$ cat src/rtl/mem_ctrl.sv
// Byte-serial memory controller: arbitrates LSB and instruction-fetch requests
// onto a byte-wide RAM/IO bus, assembling little-endian words for loads and fetches.
module mem_ctrl #(
  parameter int unsigned ADDR_W = 32,
  parameter logic [1:0]  IO_HI  = 2'b11
) (
  input  logic              clk_in,
  input  logic              rst_in,
  input  logic              rdy_in,
  input  logic              clear_in,
  input  logic              go_work,
  input  logic              l_or_s,
  input  logic [2:0]        width,
  input  logic [ADDR_W-1:0] address,
  input  logic [31:0]       value_store,
  output logic              received,
  output logic              has_result,
  output logic [31:0]       value_load,
  input  logic              if_req,
  input  logic [ADDR_W-1:0] if_addr,
  output logic              if_done,
  output logic [31:0]       if_data,
  input  logic [7:0]        mem_din,
  output logic [7:0]        mem_dout,
  output logic [ADDR_W-1:0] mem_a,
  output logic              mem_wr,
  input  logic              io_buffer_full
);

  typedef enum logic [1:0] {IDLE, LREAD, LWRITE, FETCH} state_t;

  state_t            state;
  logic [ADDR_W-1:0] base;
  logic [2:0]        cnt;
  logic [2:0]        nbytes;
  logic [31:0]       wdata;
  logic [31:0]       rdata;
  logic [1:0]        guard;
  logic              resync;
  logic              bad;
  logic              wr_q;

  logic              lsb_go;
  logic              width_ok;
  logic [ADDR_W-1:0] cur_a;
  logic [ADDR_W-1:0] next_a;
  logic              io_block;
  logic              acc_io_block;
  logic [7:0]        wbyte;
  logic [31:0]       rd_merge;

  // Pause suppresses the write strobe within the same cycle so no byte lands
  // while the controller is frozen; the registered strobe re-asserts on resume.
  assign mem_wr = wr_q & rdy_in;

  always_comb begin
    lsb_go       = go_work && (guard == 2'd0);
    width_ok     = (width == 3'd1) || (width == 3'd2) || (width == 3'd4);
    cur_a        = base + ADDR_W'(cnt);
    next_a       = cur_a + ADDR_W'(1);
    io_block     = (cur_a[17:16] == IO_HI) && io_buffer_full;
    acc_io_block = (address[17:16] == IO_HI) && io_buffer_full;
    wbyte        = wdata[{cnt[1:0], 3'b000} +: 8];
    rd_merge     = rdata;
    rd_merge[{cnt[1:0], 3'b000} +: 8] = mem_din;
  end

  always_ff @(posedge clk_in or negedge rst_in) begin
    if (!rst_in) begin
      state      <= IDLE;
      base       <= '0;
      cnt        <= '0;
      nbytes     <= '0;
      wdata      <= '0;
      rdata      <= '0;
      guard      <= '0;
      resync     <= 1'b0;
      bad        <= 1'b0;
      wr_q       <= 1'b0;
      received   <= 1'b0;
      has_result <= 1'b0;
      value_load <= '0;
      if_done    <= 1'b0;
      if_data    <= '0;
      mem_dout   <= '0;
      mem_a      <= '0;
    end else begin
      received   <= 1'b0;
      has_result <= 1'b0;
      if_done    <= 1'b0;
      if (!rdy_in) begin
        // The byte on the bus during a pause is not trusted; re-present it first.
        if (state == LREAD || state == FETCH) resync <= 1'b1;
      end else begin
        if (guard != 2'd0) guard <= guard - 2'd1;
        case (state)
          IDLE: begin
            wr_q <= 1'b0;
            if (lsb_go) begin
              received <= 1'b1;
              guard    <= 2'd2;
              base     <= address;
              nbytes   <= width;
              wdata    <= value_store;
              rdata    <= '0;
              cnt      <= '0;
              resync   <= 1'b0;
              bad      <= !width_ok;
              if (!l_or_s) begin
                state <= LREAD;
                if (width_ok) mem_a <= address;
              end else if (width_ok) begin
                state    <= LWRITE;
                mem_a    <= address;
                mem_dout <= value_store[7:0];
                if (!acc_io_block) begin
                  wr_q <= 1'b1;
                  cnt  <= 3'd1;
                end
              end
            end else if (if_req && !clear_in) begin
              state  <= FETCH;
              base   <= if_addr;
              nbytes <= 3'd4;
              rdata  <= '0;
              cnt    <= '0;
              resync <= 1'b0;
              bad    <= 1'b0;
              mem_a  <= if_addr;
            end
          end
          LREAD, FETCH: begin
            if (state == FETCH && clear_in) begin
              state <= IDLE;
            end else if (bad) begin
              has_result <= 1'b1;
              value_load <= '0;
              state      <= IDLE;
            end else if (resync) begin
              resync <= 1'b0;
            end else begin
              rdata <= rd_merge;
              mem_a <= next_a;
              if (cnt == nbytes - 3'd1) begin
                state <= IDLE;
                if (state == FETCH) begin
                  if_done <= 1'b1;
                  if_data <= rd_merge;
                end else begin
                  has_result <= 1'b1;
                  value_load <= rd_merge;
                end
              end else begin
                cnt <= cnt + 3'd1;
              end
            end
          end
          LWRITE: begin
            if (cnt == nbytes) begin
              wr_q  <= 1'b0;
              state <= IDLE;
            end else begin
              mem_a    <= cur_a;
              mem_dout <= wbyte;
              if (io_block) begin
                wr_q <= 1'b0;
              end else begin
                wr_q <= 1'b1;
                cnt  <= cnt + 3'd1;
              end
            end
          end
          default: state <= IDLE;
        endcase
      end
    end
  end

endmodule

$ cat config.mk
export PLATFORM = sky130hd
export DESIGN_NAME = mem_ctrl
export DESIGN_NICKNAME = d
export VERILOG_FILES = /design/src/rtl/mem_ctrl.sv
export SDC_FILE = /design/constraint.sdc
export NUM_CORES = 1
export LEC_CHECK = 0
export CORE_MARGIN = 2
export CORE_UTILIZATION = 39
export CTS_BUF_LIST = sky130_fd_sc_hd__clkbuf_4 sky130_fd_sc_hd__clkbuf_8 sky130_fd_sc_hd__clkbuf_16
export DETAILED_ROUTE_END_ITERATION = 6
export DONT_BUFFER_PORTS = 1
export HOLD_SLACK_MARGIN = 0.15
export PLACE_DENSITY = 0.61
export SKIP_LAST_GASP = 1
export SYNTH_ARGS = -nofsm -noshare
export SYNTH_HDL_FRONTEND = slang
export SYNTH_SLANG_ARGS = --single-unit
$ cat constraint.sdc
create_clock -name clk_in -period 5.33 [get_ports clk_in]
set_clock_uncertainty 0.1 [all_clocks]
set_input_delay 1.066 -clock clk_in [delete_from_list [all_inputs] [get_ports clk_in]]
set_output_delay 1.066 -clock clk_in [all_outputs]
set_load 0.005 [all_outputs]
[Yosys cells after proc, flatten, opt, wreduce, memory -nomap -nowiden]
Index checks and enable logic that the tools add are counted.
Cells by class
  add/sub/neg operators: 6
  equality and inequality tests: 31
  shift operators: 3
  muxes and demuxes: 84
  bitwise logic cells: 4
  reductions and logical operators: 30
Operators by type and width (count)
  32-bit two-way mux: 17
  32-bit case mux with 3 select lines: 1
  32-bit case mux with 2 select lines: 1
  1-bit two-way mux: 33
  32-bit by 1-bit adder with 32-bit output, second input constant: 1
  32-bit by 3-bit adder with 32-bit output: 1
  32-bit bitwise mux: 1
  8-bit two-way mux: 4
  8-bit by 7-bit variable shift with 32-bit output, first input constant: 1
  32-bit by 6-bit variable part select with 8-bit output: 1
  8-bit by 7-bit variable part select with 32-bit output: 1
  3-bit two-way mux: 10
  2-bit two-way mux: 12
  6-bit AND reduction: 4
  2-bit inequality test, second input constant: 11
  4-bit inequality test, second input constant: 4
  8-bit case mux with 2 select lines: 1
  7-bit AND reduction: 2
  3-bit inequality test, second input constant: 4
  2-bit nonzero test: 6
  3-bit case mux with 3 select lines: 1
  2-bit == test, second input constant: 4
  8-bit AND reduction: 1
  5-bit negation with 7-bit output: 1
  22 further kinds: 35
Word-level totals
  flip-flop bits (word level): 216
  bits of input ports: 115
  output and inout bits: 108
  logic and storage cells: 175

[Logic depth before layout (Yosys ltp)]
  depth in word-level cells: 8
  depth in mapped cells: 12
  mapped depth without buffers: 12

[Least setup slack after synthesis]
Ideal clock, no wire load.
  path kind: reg-to-reg
  start: register cnt[1]
  end: register mem_a[29]
  setup time: 126 ps
  data arrival time: 3580 ps
  data required time: 5104 ps
  slack: 1524 ps
  cell stages (with the launch flop): 12
  buffers on the path: 1
  period minus slack after synthesis: 3806 ps
  path through: dfrtp_1 buf_1 inv_1 fa_1 nand2b_4 a2111oi_2 xor2_1 o2111ai_2 nor4_4 nand3_1 o31a_1 o32a_1
On the way
  word-level cells in the longest chain between the ends: 6
  elaborated cells between the ends (all ways): 10
  classes of those cells: 2 x add/sub; 2 x eq/ne; 5 x mux; 1 x reduce/logical
RTL lines
  start: declaration: line 34  | logic [2:0] cnt;
  start signal: assignment: line 154  | cnt <= cnt + 3'd1;
  start signal: assignment: line 169  | cnt <= cnt + 3'd1;
  32-bit by 3-bit adder with 32-bit output: line 59  | cur_a = base + ADDR_W'(cnt);
  32-bit by 1-bit adder with 32-bit output: line 60  | next_a = cur_a + ADDR_W'(1);
  32-bit two-way mux: line 139  | end else if (resync) begin
  32-bit two-way mux: line 135  | end else if (bad) begin
  32-bit two-way mux: line 133  | if (state == FETCH && clear_in) begin
  32-bit case mux with 3 select lines: line 96  | case (state)
  end signal: assignment: line 111  | if (width_ok) mem_a <= address;
  end signal: assignment: line 129  | mem_a <= if_addr;
  end signal: assignment: line 143  | mem_a <= next_a;
  end: declaration: line 25  | output logic [ADDR_W-1:0] mem_a,
Parallel ways exist; a longest one is shown, timed or not. The select of a mux whose other input is x is not followed.
A chain may end at the register's enable or synchronous reset.

[Worst setup path in the final report]
Ends and elaborated chain as after synthesis.

==> metrics <==
status=complete, no violations; clock root buffer=clkbuf_16; Worst-path clk slew=around 0.060 ns; period utilisation layout=0.811; most common flop cell mapped by yosys=dfrtp_1; global-route wire length before repair=around 49 mm; count of cell types in the netlist=86; Rows=62; YS warnings=0; CTS H-tree lvls=1; die area=roughly 31000 um2; Die Width=175 um; Layout Area Growth over Synthesis=10.5%; Critical-path top delay cell=nor4b_1; worst setup margin=about 1.0 ns; Post-CTS Setup Inserts=0; Gate power share=0.366; RSZ-0062 raised after global routing=no; post-synth net total=between 1000 and 1500; switching share of total power=0.405; post-CTS sizing=0; PortBufs=0; Slew Limit Headroom=0.346; CP arrival=4.65 ns; Final Hold Vio Count=0; drt first pass iters=5; Total GRT Usage=0.200; I/O pin cnt=223; DRC=0; RD Place Congestion=~0.89; Setup TNS Final=0 ns; CTS Sinks=216; Peak VDD IR=around 0.23 mV; Sequential Power Share=0.387; drt via density=roughly 5.5; post-synthesis async set-or-reset flop share=1.00; worst hold path type=in2async; antenna violation net count after detailed routing=0; Max Buffers Root-to-Sink=3; Clock power frac=0.248; Syn Inst Count=1256; CP Class=reg2reg; Final #Nets=between 1000 and 1500; CTS tree=done; Max Slew Vio Count=0; worst hold slack=approximately 0.35 ns; worst path buffer plus inverter count=2; largest cells by area after synthesis=dfrtp_1 (48%), nand2_1 (9.5%), o21ai_0 (5.2%), mux2i_1 (3.6%), a21oi_1 (3.0%); CP Max Fanout=16; #FFs+latches synth=around 220; Worst Max-Slew Pin Slew=just under 1 ns; Die Ht=~170 um; startpoint types=register; Final setup viols=0; Critical Path Start=cnt[1]$_DFFE_PN0P_; Num CTS Buffers=25; worst slack, placed=~1.0 ns; commonest non-fill, non-tap cell in the layout=nand2_1; Switch Pwr=0.00286 W; area share of the largest cell type after synthesis=0.475; Initial DRC Count=621; Internal Power=between 0.004 and 0.005 W; PD cells=between 500 and 600 nW/um2; initial antenna violation count=1; post-synthesis sequential area ratio=0.475; CORE AREA=about 29000 um2; Slowest Stage Delay on Critical Path=between 0.5 and 0.6 ns; share of cells above drive strength 1=0.0878; Leak=roughly 5.4 nW; Post-synth EDFFs=0; most frequent CP cell=nand3_1; overall routed net length=roughly 31 mm; minimum clock period=4.32 ns; GR Overflow Total=0; Crit. End Element=register; largest net degree at the start of global routing=between 200 and 250; mapped cell area=between 10000 and 15000 um2; post-synth top area cell=dfrtp_1; Max Cap Violations=0; Clock Latency Late Sink=about 0.54 ns; dpl hpwl=between 20 and 25 mm; via count=approximately 9000; Max Clk Rate=231 MHz; WP data required=between 5 and 6 ns; worst r2r src=cnt[1]$_DFFE_PN0P_; Initial Util=0.396; wire length per cell=~19 um; ordered cell list for the critical path=buf_4, inv_1, fa_1, xnor2_1, nand3_1, nor4b_1, o2111ai_2, nor4_4, nand3_1, o31a_1, o32a_1; vias in the first global route=8558; Syn Area/Cell=between 9 and 10 um2; most frequent cells in the layout=nand2_1 (289), dfrtp_1 (216), o21ai_0 (119); CP delay by family, top=simple AND/OR/NAND/NOR gates
[power groups by stage]
stage | registers [W] | clock network [W] | logic, W
after detailed placement | 0.00276 | 0 | 0.00255
after floorplan | 0.00248 | 0 | 0.00212
final | 0.00273 | 0.00175 | 0.00258
after global placement | 0.00274 | 0 | 0.00250
after global routing | 0.00280 | 0.00186 | 0.00291
after CTS | 0.00273 | 0.00180 | 0.00256
[per-stage QoR]
step | cells | utilization | area (um2) | total power (W)
after floorplan | 1256 | - | 11400 | 0.00459
after detailed placement | 1577 | 0.406 | 11700 | 0.00530
after global routing | 1625 | 0.438 | 12600 | 0.00757
after global placement | 1577 | 0.406 | 11700 | 0.00525
after CTS | 1623 | 0.436 | 12500 | 0.00709
final | 1626 | 0.438 | 12600 | 0.00705
[final timing paths]
check,slack (ns),endpoint,cells past startpoint
setup / recovery,1.01,mem_a[29]$_DFFE_PN0P_,11
hold / removal,0.35,value_load[15]$_DFFE_PN0P_,1
setup reg to reg,1.01,mem_a[29]$_DFFE_PN0P_,11
hold reg to reg,0.37,wdata[20]$_DFFE_PN0P_,2
max in group asynchronous,4.26,wdata[14]$_DFFE_PN0P_,1
min in group clk_in,0.37,wdata[20]$_DFFE_PN0P_,2
[worst register-to-register path: stages, from the launching register on]
cell	delay, ns
dfrtp_1	0.32
buf_4	0.28
inv_1	0.17
fa_1	0.51
xnor2_1	0.39
nand3_1	0.21
nor4b_1	0.53
o2111ai_2	0.35
nor4_4	0.47
nand3_1	0.25
o31a_1	0.29
o32a_1	0.33
[final cells by class]
class                      instances  area (um2)
antenna                            1        2.50
clock buffer                      38         767
clock inverter                     8        87.6
fill                            2859       16100
inverter                          28         105
multi-input combinational        935        5560
sequential                       216        5410
tap                              384         480
timing repair buffer              16         160
[flip-flops by register name (all words and copies together) (netlist names)]
register    count
resync          1
state           2
base           32
bad             1
cnt             3
wr_q            1
wdata          32
if_data        32
has_result      1
mem_dout        8
nbytes          3
guard           2
value_load     32
received        1
rdata          32
mem_a          32
if_done         1
[per-layer routing]
layer  vias up  track usage  wire length (um)
li1       4344            -                 -
met1      4361        0.277             14000
met2       246        0.312             14100
met3        36       0.0568              2450
met4         0       0.0469               567
met5         -            0                 0
[cells by family (layout without fill, tap and decap cells)]
kind of cell | after synthesis | in the layout | share of synthesized area
AND/OR/NAND/NOR | 511 | 511 | 0.206
multiplexers | 58 | 58 | 0.0608
other | 0 | 1 | 0
XOR/XNOR | 38 | 38 | 0.0293
buffers and inverters | 105 | 90 | 0.0383
AO/OA/AOI/OAI | 315 | 315 | 0.175
flip-flops | 216 | 216 | 0.475
adder cells (fa/ha/maj) | 13 | 13 | 0.0147
[synth_stat cells, drive strengths merged, types with 14 or more instances]
cell,instances
a21oi,69
nor2b,35
nand2,290
nor3,18
buf,14
nand3,23
nor2,78
xnor2,23
o31ai,35
clkbuf,63
mux2i,41
a31oi,14
dfrtp,216
xor2,15
inv,27
o21ai,119
Power figures use the tool's default switching activity.
